[src/rtl/otter_cu_fsm_if.sv]
`default_nettype none
// ============================================================================
//  Module      : otter_cu_fsm_if
//  Description : Instruction-field inputs and datapath strobes that connect
//                the OTTER multicycle control unit to the rest of the MCU.
//  Revision    : 1.0 - initial release
// ============================================================================
interface otter_cu_fsm_if;
    logic [6:0] opcode;
    logic [2:0] func3;
    logic       intr;
    logic       PCWrite;
    logic       regWrite;
    logic       memWE2;
    logic       memRDEN1;
    logic       memRDEN2;
    logic [1:0] rf_wr_sel;
    logic       csr_WE;
    logic       int_taken;
    logic       mret_exec;
    logic       rst_out;

    // Control-unit side: consumes instruction fields, drives strobes
    modport master (
        input  opcode, func3, intr,
        output PCWrite, regWrite, memWE2, memRDEN1, memRDEN2,
               rf_wr_sel, csr_WE, int_taken, mret_exec, rst_out
    );

    // Datapath side: supplies instruction fields, consumes strobes
    modport slave (
        output opcode, func3, intr,
        input  PCWrite, regWrite, memWE2, memRDEN1, memRDEN2,
               rf_wr_sel, csr_WE, int_taken, mret_exec, rst_out
    );
endinterface
`default_nettype wire

[src/rtl/otter_cu_fsm.sv]
`default_nettype none
// ============================================================================
//  Module      : otter_cu_fsm
//  Description : OTTER multicycle control unit. Sequences INIT -> FETCH ->
//                EXEC (-> WB for loads) (-> INTR) and decodes the datapath
//                strobes from the current state, opcode and func3.
//                Build option OTTER_INTR_EN compiles in the INTR state.
//  Revision    : 1.0 - initial release
// ============================================================================
module otter_cu_fsm (
    input  wire logic         CLK,
    input  wire logic         RST,
    otter_cu_fsm_if.master    cu_bus
);

    localparam logic [6:0] c_OP_LOAD   = 7'b0000011;
    localparam logic [6:0] c_OP_STORE  = 7'b0100011;
    localparam logic [6:0] c_OP_BRANCH = 7'b1100011;
    localparam logic [6:0] c_OP_LUI    = 7'b0110111;
    localparam logic [6:0] c_OP_AUIPC  = 7'b0010111;
    localparam logic [6:0] c_OP_OP     = 7'b0110011;
    localparam logic [6:0] c_OP_OPIMM  = 7'b0010011;
    localparam logic [6:0] c_OP_JAL    = 7'b1101111;
    localparam logic [6:0] c_OP_JALR   = 7'b1100111;
    localparam logic [6:0] c_OP_SYSTEM = 7'b1110011;

    localparam logic [2:0] c_F3_MRET   = 3'b000;
    localparam logic [2:0] c_F3_CSRRW  = 3'b001;

    localparam logic [1:0] c_SEL_PC4   = 2'b00;
    localparam logic [1:0] c_SEL_CSR   = 2'b01;
    localparam logic [1:0] c_SEL_MEM   = 2'b10;
    localparam logic [1:0] c_SEL_ALU   = 2'b11;

    typedef enum logic [2:0] {
        ST_INIT  = 3'd0,
        ST_FETCH = 3'd1,
        ST_EXEC  = 3'd2,
`ifdef OTTER_INTR_EN
        ST_WB    = 3'd3,
        ST_INTR  = 3'd4
`else
        ST_WB    = 3'd3
`endif
    } state_t;

    state_t     r_state;
    state_t     w_next_state;
    state_t     w_after_instr;

    logic       w_pc_write;
    logic       w_reg_write;
    logic       w_mem_we2;
    logic       w_mem_rden1;
    logic       w_mem_rden2;
    logic [1:0] w_rf_wr_sel;
    logic       w_csr_we;
    logic       w_int_taken;
    logic       w_mret_exec;
    logic       w_rst_out;

    // Where an instruction goes once it retires: interrupt entry or next fetch
`ifdef OTTER_INTR_EN
    assign w_after_instr = cu_bus.intr ? ST_INTR : ST_FETCH;
`else
    assign w_after_instr = ST_FETCH;
`endif

    // State register; reset wins from any state, including mid-instruction
    always_ff @(posedge CLK) begin
        if (RST) begin
            r_state <= ST_INIT;
        end else begin
            r_state <= w_next_state;
        end
    end

    // Next-state and strobe decode from current state and instruction fields
    always_comb begin
        w_next_state = ST_INIT;
        w_pc_write   = 1'b0;
        w_reg_write  = 1'b0;
        w_mem_we2    = 1'b0;
        w_mem_rden1  = 1'b0;
        w_mem_rden2  = 1'b0;
        w_rf_wr_sel  = c_SEL_PC4;
        w_csr_we     = 1'b0;
        w_int_taken  = 1'b0;
        w_mret_exec  = 1'b0;
        w_rst_out    = 1'b0;

        case (r_state)
            ST_INIT: begin
                w_rst_out    = 1'b1;
                w_next_state = ST_FETCH;
            end
            ST_FETCH: begin
                w_mem_rden1  = 1'b1;
                w_next_state = ST_EXEC;
            end
            ST_EXEC: begin
                w_next_state = w_after_instr;
                w_pc_write   = 1'b1;
                case (cu_bus.opcode)
                    c_OP_LOAD: begin
                        // PC advances in WB, and interrupts wait until then
                        w_pc_write   = 1'b0;
                        w_mem_rden2  = 1'b1;
                        w_next_state = ST_WB;
                    end
                    c_OP_STORE: w_mem_we2 = 1'b1;
                    c_OP_BRANCH: ;
                    c_OP_LUI, c_OP_AUIPC, c_OP_OP, c_OP_OPIMM: begin
                        w_reg_write = 1'b1;
                        w_rf_wr_sel = c_SEL_ALU;
                    end
                    c_OP_JAL, c_OP_JALR: begin
                        w_reg_write = 1'b1;
                        w_rf_wr_sel = c_SEL_PC4;
                    end
                    c_OP_SYSTEM: begin
                        if (cu_bus.func3 == c_F3_MRET) begin
                            w_mret_exec = 1'b1;
                        end else if (cu_bus.func3 == c_F3_CSRRW) begin
                            w_reg_write = 1'b1;
                            w_csr_we    = 1'b1;
                            w_rf_wr_sel = c_SEL_CSR;
                        end
                    end
                    default: ;
                endcase
            end
            ST_WB: begin
                w_reg_write  = 1'b1;
                w_rf_wr_sel  = c_SEL_MEM;
                w_pc_write   = 1'b1;
                w_next_state = w_after_instr;
            end
`ifdef OTTER_INTR_EN
            ST_INTR: begin
                w_int_taken  = 1'b1;
                w_pc_write   = 1'b1;
                w_next_state = ST_FETCH;
            end
`endif
            default: w_next_state = ST_INIT;
        endcase

        // Reset masks every strobe immediately, before the state register updates
        if (RST) begin
            w_pc_write  = 1'b0;
            w_reg_write = 1'b0;
            w_mem_we2   = 1'b0;
            w_mem_rden1 = 1'b0;
            w_mem_rden2 = 1'b0;
            w_rf_wr_sel = c_SEL_PC4;
            w_csr_we    = 1'b0;
            w_int_taken = 1'b0;
            w_mret_exec = 1'b0;
            w_rst_out   = 1'b1;
        end
    end

    assign cu_bus.PCWrite   = w_pc_write;
    assign cu_bus.regWrite  = w_reg_write;
    assign cu_bus.memWE2    = w_mem_we2;
    assign cu_bus.memRDEN1  = w_mem_rden1;
    assign cu_bus.memRDEN2  = w_mem_rden2;
    assign cu_bus.rf_wr_sel = w_rf_wr_sel;
    assign cu_bus.csr_WE    = w_csr_we;
    assign cu_bus.int_taken = w_int_taken;
    assign cu_bus.mret_exec = w_mret_exec;
    assign cu_bus.rst_out   = w_rst_out;

endmodule
`default_nettype wire

[src/flat_wrapper.sv]
// flat-port wrapper written by rule: the top's interface ports become plain ports
module otter_cu_fsm_flat 
  (CLK, RST, cu_bus_opcode, cu_bus_func3, cu_bus_intr, cu_bus_PCWrite, cu_bus_regWrite, cu_bus_memWE2, cu_bus_memRDEN1, cu_bus_memRDEN2, cu_bus_rf_wr_sel, cu_bus_csr_WE, cu_bus_int_taken, cu_bus_mret_exec, cu_bus_rst_out);
  otter_cu_fsm_if cu_bus_i ();
  input  wire logic CLK;
  input  wire logic RST;
  input wire logic [$bits(cu_bus_i.opcode)-1:0] cu_bus_opcode;
  input wire logic [$bits(cu_bus_i.func3)-1:0] cu_bus_func3;
  input wire logic [$bits(cu_bus_i.intr)-1:0] cu_bus_intr;
  output wire logic [$bits(cu_bus_i.PCWrite)-1:0] cu_bus_PCWrite;
  output wire logic [$bits(cu_bus_i.regWrite)-1:0] cu_bus_regWrite;
  output wire logic [$bits(cu_bus_i.memWE2)-1:0] cu_bus_memWE2;
  output wire logic [$bits(cu_bus_i.memRDEN1)-1:0] cu_bus_memRDEN1;
  output wire logic [$bits(cu_bus_i.memRDEN2)-1:0] cu_bus_memRDEN2;
  output wire logic [$bits(cu_bus_i.rf_wr_sel)-1:0] cu_bus_rf_wr_sel;
  output wire logic [$bits(cu_bus_i.csr_WE)-1:0] cu_bus_csr_WE;
  output wire logic [$bits(cu_bus_i.int_taken)-1:0] cu_bus_int_taken;
  output wire logic [$bits(cu_bus_i.mret_exec)-1:0] cu_bus_mret_exec;
  output wire logic [$bits(cu_bus_i.rst_out)-1:0] cu_bus_rst_out;
  assign cu_bus_i.opcode = cu_bus_opcode;
  assign cu_bus_i.func3 = cu_bus_func3;
  assign cu_bus_i.intr = cu_bus_intr;
  assign cu_bus_PCWrite = cu_bus_i.PCWrite;
  assign cu_bus_regWrite = cu_bus_i.regWrite;
  assign cu_bus_memWE2 = cu_bus_i.memWE2;
  assign cu_bus_memRDEN1 = cu_bus_i.memRDEN1;
  assign cu_bus_memRDEN2 = cu_bus_i.memRDEN2;
  assign cu_bus_rf_wr_sel = cu_bus_i.rf_wr_sel;
  assign cu_bus_csr_WE = cu_bus_i.csr_WE;
  assign cu_bus_int_taken = cu_bus_i.int_taken;
  assign cu_bus_mret_exec = cu_bus_i.mret_exec;
  assign cu_bus_rst_out = cu_bus_i.rst_out;
  otter_cu_fsm u_core (.CLK(CLK), .RST(RST), .cu_bus(cu_bus_i));
endmodule
[config.mk]
export PLATFORM = sky130hd
export DESIGN_NAME = otter_cu_fsm_flat
export DESIGN_NICKNAME = d
export VERILOG_FILES = /design/src/rtl/otter_cu_fsm_if.sv /design/src/rtl/otter_cu_fsm.sv /design/src/flat_wrapper.sv
export SDC_FILE = /design/constraint.sdc
export NUM_CORES = 1
export LEC_CHECK = 0
export CORE_AREA = 2 2 39 41
export DETAILED_ROUTE_END_ITERATION = 16
export DIE_AREA = 0 0 41 43
export PLACE_DENSITY = 0.54
export SYNTH_ARGS = -nofsm -noshare
export SYNTH_HDL_FRONTEND = slang
export SYNTH_SLANG_ARGS = --single-unit
[constraint.sdc]
create_clock -name CLK -period 3.4 [get_ports CLK]
set_clock_uncertainty 0.2 [all_clocks]
set_input_delay 0.68 -clock CLK [delete_from_list [all_inputs] [get_ports CLK]]
set_output_delay 0.68 -clock CLK [all_outputs]
set_load 0.05 [all_outputs]
==> flow_metrics.py <==
metrics = {
    "run": {
        "maxCapViolCount": 0,
    },
    "final_layout": {
        "final_nets": 71,
        "n_antenna_cell": 0,
        "stdcell_area_sq_um": 548,
        "area_growth_pct": 137,
        "layout_commonest_cell": "clkdlybuf4s50_1",
        "largest_register_ffs": 2,
        "max_flop_register": "u_core.r_state",
        "top_regs": "u_core.r_state x2",
        "drive_gt1_frac": 0.232,
        "mostFrequentLayoutCells": "12 x clkdlybuf4s50_1, 7 x buf_12, 5 x nor2_1, 3 x nand2_1, 3 x clkbuf_4",
    },
    "synthesis": {
        "synth-warning-count": 0,
        "yosysTopAreaCellShare": 0.173,
        "muxShareOfSynthArea": 0,
        "synth.distinct_cells": 23,
        "syn_nets": 46,
        "syn_inst": 33,
        "synth_seq_cells": 2,
        "synth-simple-area-share": 0.578,
        "syn_area_sq_um": 231,
        "synth_xor_area_frac": 0,
        "synth_top_family_by_area": "simple AND/OR/NAND/NOR gates",
        "syn-mean-instance-area_sq_um": 7.01,
        "synth.area.top_cells": "dfxtp_1 17%, nor2_1 8.1%, nor4b_1 7.6%",
        "yosys.area_share.adder": 0,
        "ys_seq_area_frac": 0.173,
        "synth-compound-area-share": 0.184,
        "yosysTopAreaCell": "dfxtp_1",
    },
    "drt": {
        "vias": 323,
        "drc": 0,
        "post_drt_wl_per_cell_microns": 9.94,
        "vias_per_cell": 4.49,
        "ant_nets": 0,
        "drt_iter0_markers": 6,
        "drt-pass1-iter-count": 3,
        "routed_wl_microns": 716,
    },
    "global_routing": {
        "grt_pass1_vias": 302,
        "grt_max_degree": 8,
        "grt_usage": 0.102,
        "grt_first_pass_wirelength_mm": 1.19,
        "antenna_found_initial": 0,
        "overflow": 0,
    },
    "clocking": {
        "cts.sinks": 2,
        "clkSlewWorstSetupHoldPaths_ns": 0.03,
        "clock-root-buffer": "clkbuf_4",
        "postCtsResizedCells": 0,
        "h-tree-depth": 1,
        "clockBufferDepth": 2,
        "clk-insertion-delay-late_ns": 0.23,
        "cts_setup_buffers": 0,
        "tritoncts": "yes",
        "hold_buffers": 0,
        "cts-buffers-inserted": 3,
    },
    "timing": {
        "fin_crit_sh": 0.889,
        "min_period_ns": 3.02,
        "fmax_ghz": 0.331,
        "tns_ns": 0,
        "finalSetupViolCount": 0,
        "slew_viol_final": 0,
        "whs_ns": 0.283,
        "rsz0062_at_grt": "false",
        "final-hold-violation-count": 0,
    },
    "pwr": {
        "power.density_nw_per_um2": 228,
        "vdd_drop_max_uv": 122,
        "leakage_nw": 0.218,
        "total_power_mw": 0.125,
    },
    "floorplanning": {
        "ios": 24,
        "dieArea_sq_um": 1760,
        "chipWidth_microns": 41,
        "core-area_sq_um": 1380,
        "die_y_microns": 43,
        "rows": 14,
        "start_util": 0.167,
    },
    "critical_path": {
        "critPathRequiredTime_ns": 2.52,
        "path_cells": "clkdlybuf4s50_1 > o21bai_1 > clkdlybuf4s50_1",
        "cp.buffers_inverters": 2,
        "critPathArrivalTime_ns": 2.14,
        "cp_top_family": "buffers and inverters",
        "cpMostUsedCell": "clkdlybuf4s50_1",
        "crit_path_start_kind": "primary input",
        "endpoint_kind": "output pin",
        "r2r_slack_ns": 1.99,
        "cp_max_fo": 5,
        "cp_slowest_stage_delay_ns": 0.81,
        "worstSetupPathType": "in -> out",
        "critPathSlowestCell": "clkdlybuf4s50_1",
    },
    "hold_path": {
        "hold_class": "reg -> reg",
    },
    "placed_design": {
        "place_hpwl_microns": 583,
        "port_buffers": 21,
        "postPlaceCellArea_sq_um": 526,
        "gp_congestion": 0.707,
    },
    "run_status": {
        "status": "complete, no violations",
    },
}
## worst paths after layout
kind / endpoint / cells past startpoint / startpoint
worst min register to register: u_core.r_state[0] / 2 / u_core.r_state[1]
worst min-delay path: u_core.r_state[0] / 2 / u_core.r_state[1]
worst max-delay path: cu_bus_rst_out / 3 / RST
worst max register to register: u_core.r_state[1] / 4 / u_core.r_state[0]
## cells by family after synthesis
| family | count (synthesis) |
|---|---|
| compound gates | 6 |
| other cells | 1 |
| buf+inv | 2 |
| flops | 2 |
| simple gates | 22 |
## cell type report
class | count | area [sq um]
Timing Repair Buffer | 21 | 275
Fill cell | 144 | 836
Multi-Input combinational cell | 29 | 186
Inverter | 1 | 3.75
Tap cell | 16 | 20.0
Clock buffer | 3 | 22.5
Sequential cell | 2 | 40.0
## synthesized netlist by cell type
master and n:
inv_1 1, nand2b_1 1, a21oi_1 2, a41o_1 1, nand2_1 3, nor2_1 5, and2b_1 1, and3b_1 1
dfxtp_1 2, nor2b_1 1, and4bb_1 1, nor4b_1 2, nand3_1 1, a41oi_1 1, nand4_1 2, or2_1 1
buf_4 1, o21bai_1 1, a31oi_1 1, nand4b_1 1, nor3b_1 1, nor3_1 1, conb_1 1
## layer usage
metal | track usage | up-vias | part of all wire
met4 | 0.0800 | 0 | 0
met5 | 0 | - | 0
met1 | 0.121 | 141 | 0.44
li1 | - | 171 | -
met2 | 0.144 | 11 | 0.49
met3 | 0.0314 | 0 | 0.068
## where the power goes
part	switching [mW]	leakage [nW]	internal (mW)
clock network	0.0136	0.0138	0.0389
registers	0.00183	0.0166	0.0254
logic	0.0234	0.188	0.0219
## through the flow
step | instances | setup WS [ns] | utilization
floorplan | 33 | 0.433 | -
global placement | 69 | 0.377 | 0.380
detailed placement | 69 | 0.370 | 0.380
CTS | 72 | 0.370 | 0.396
global route | 72 | 0.316 | 0.396
finish | 72 | 0.377 | 0.396
## worst reg2reg max path, stage by stage, from the launching register on
cell	delay, ns
dfxtp_1	0.33
and3b_1	0.26
nand3_1	0.13
nor2b_1	0.28
or2_1	0.15
Note: power is estimated with default switching activity, not from simulation.
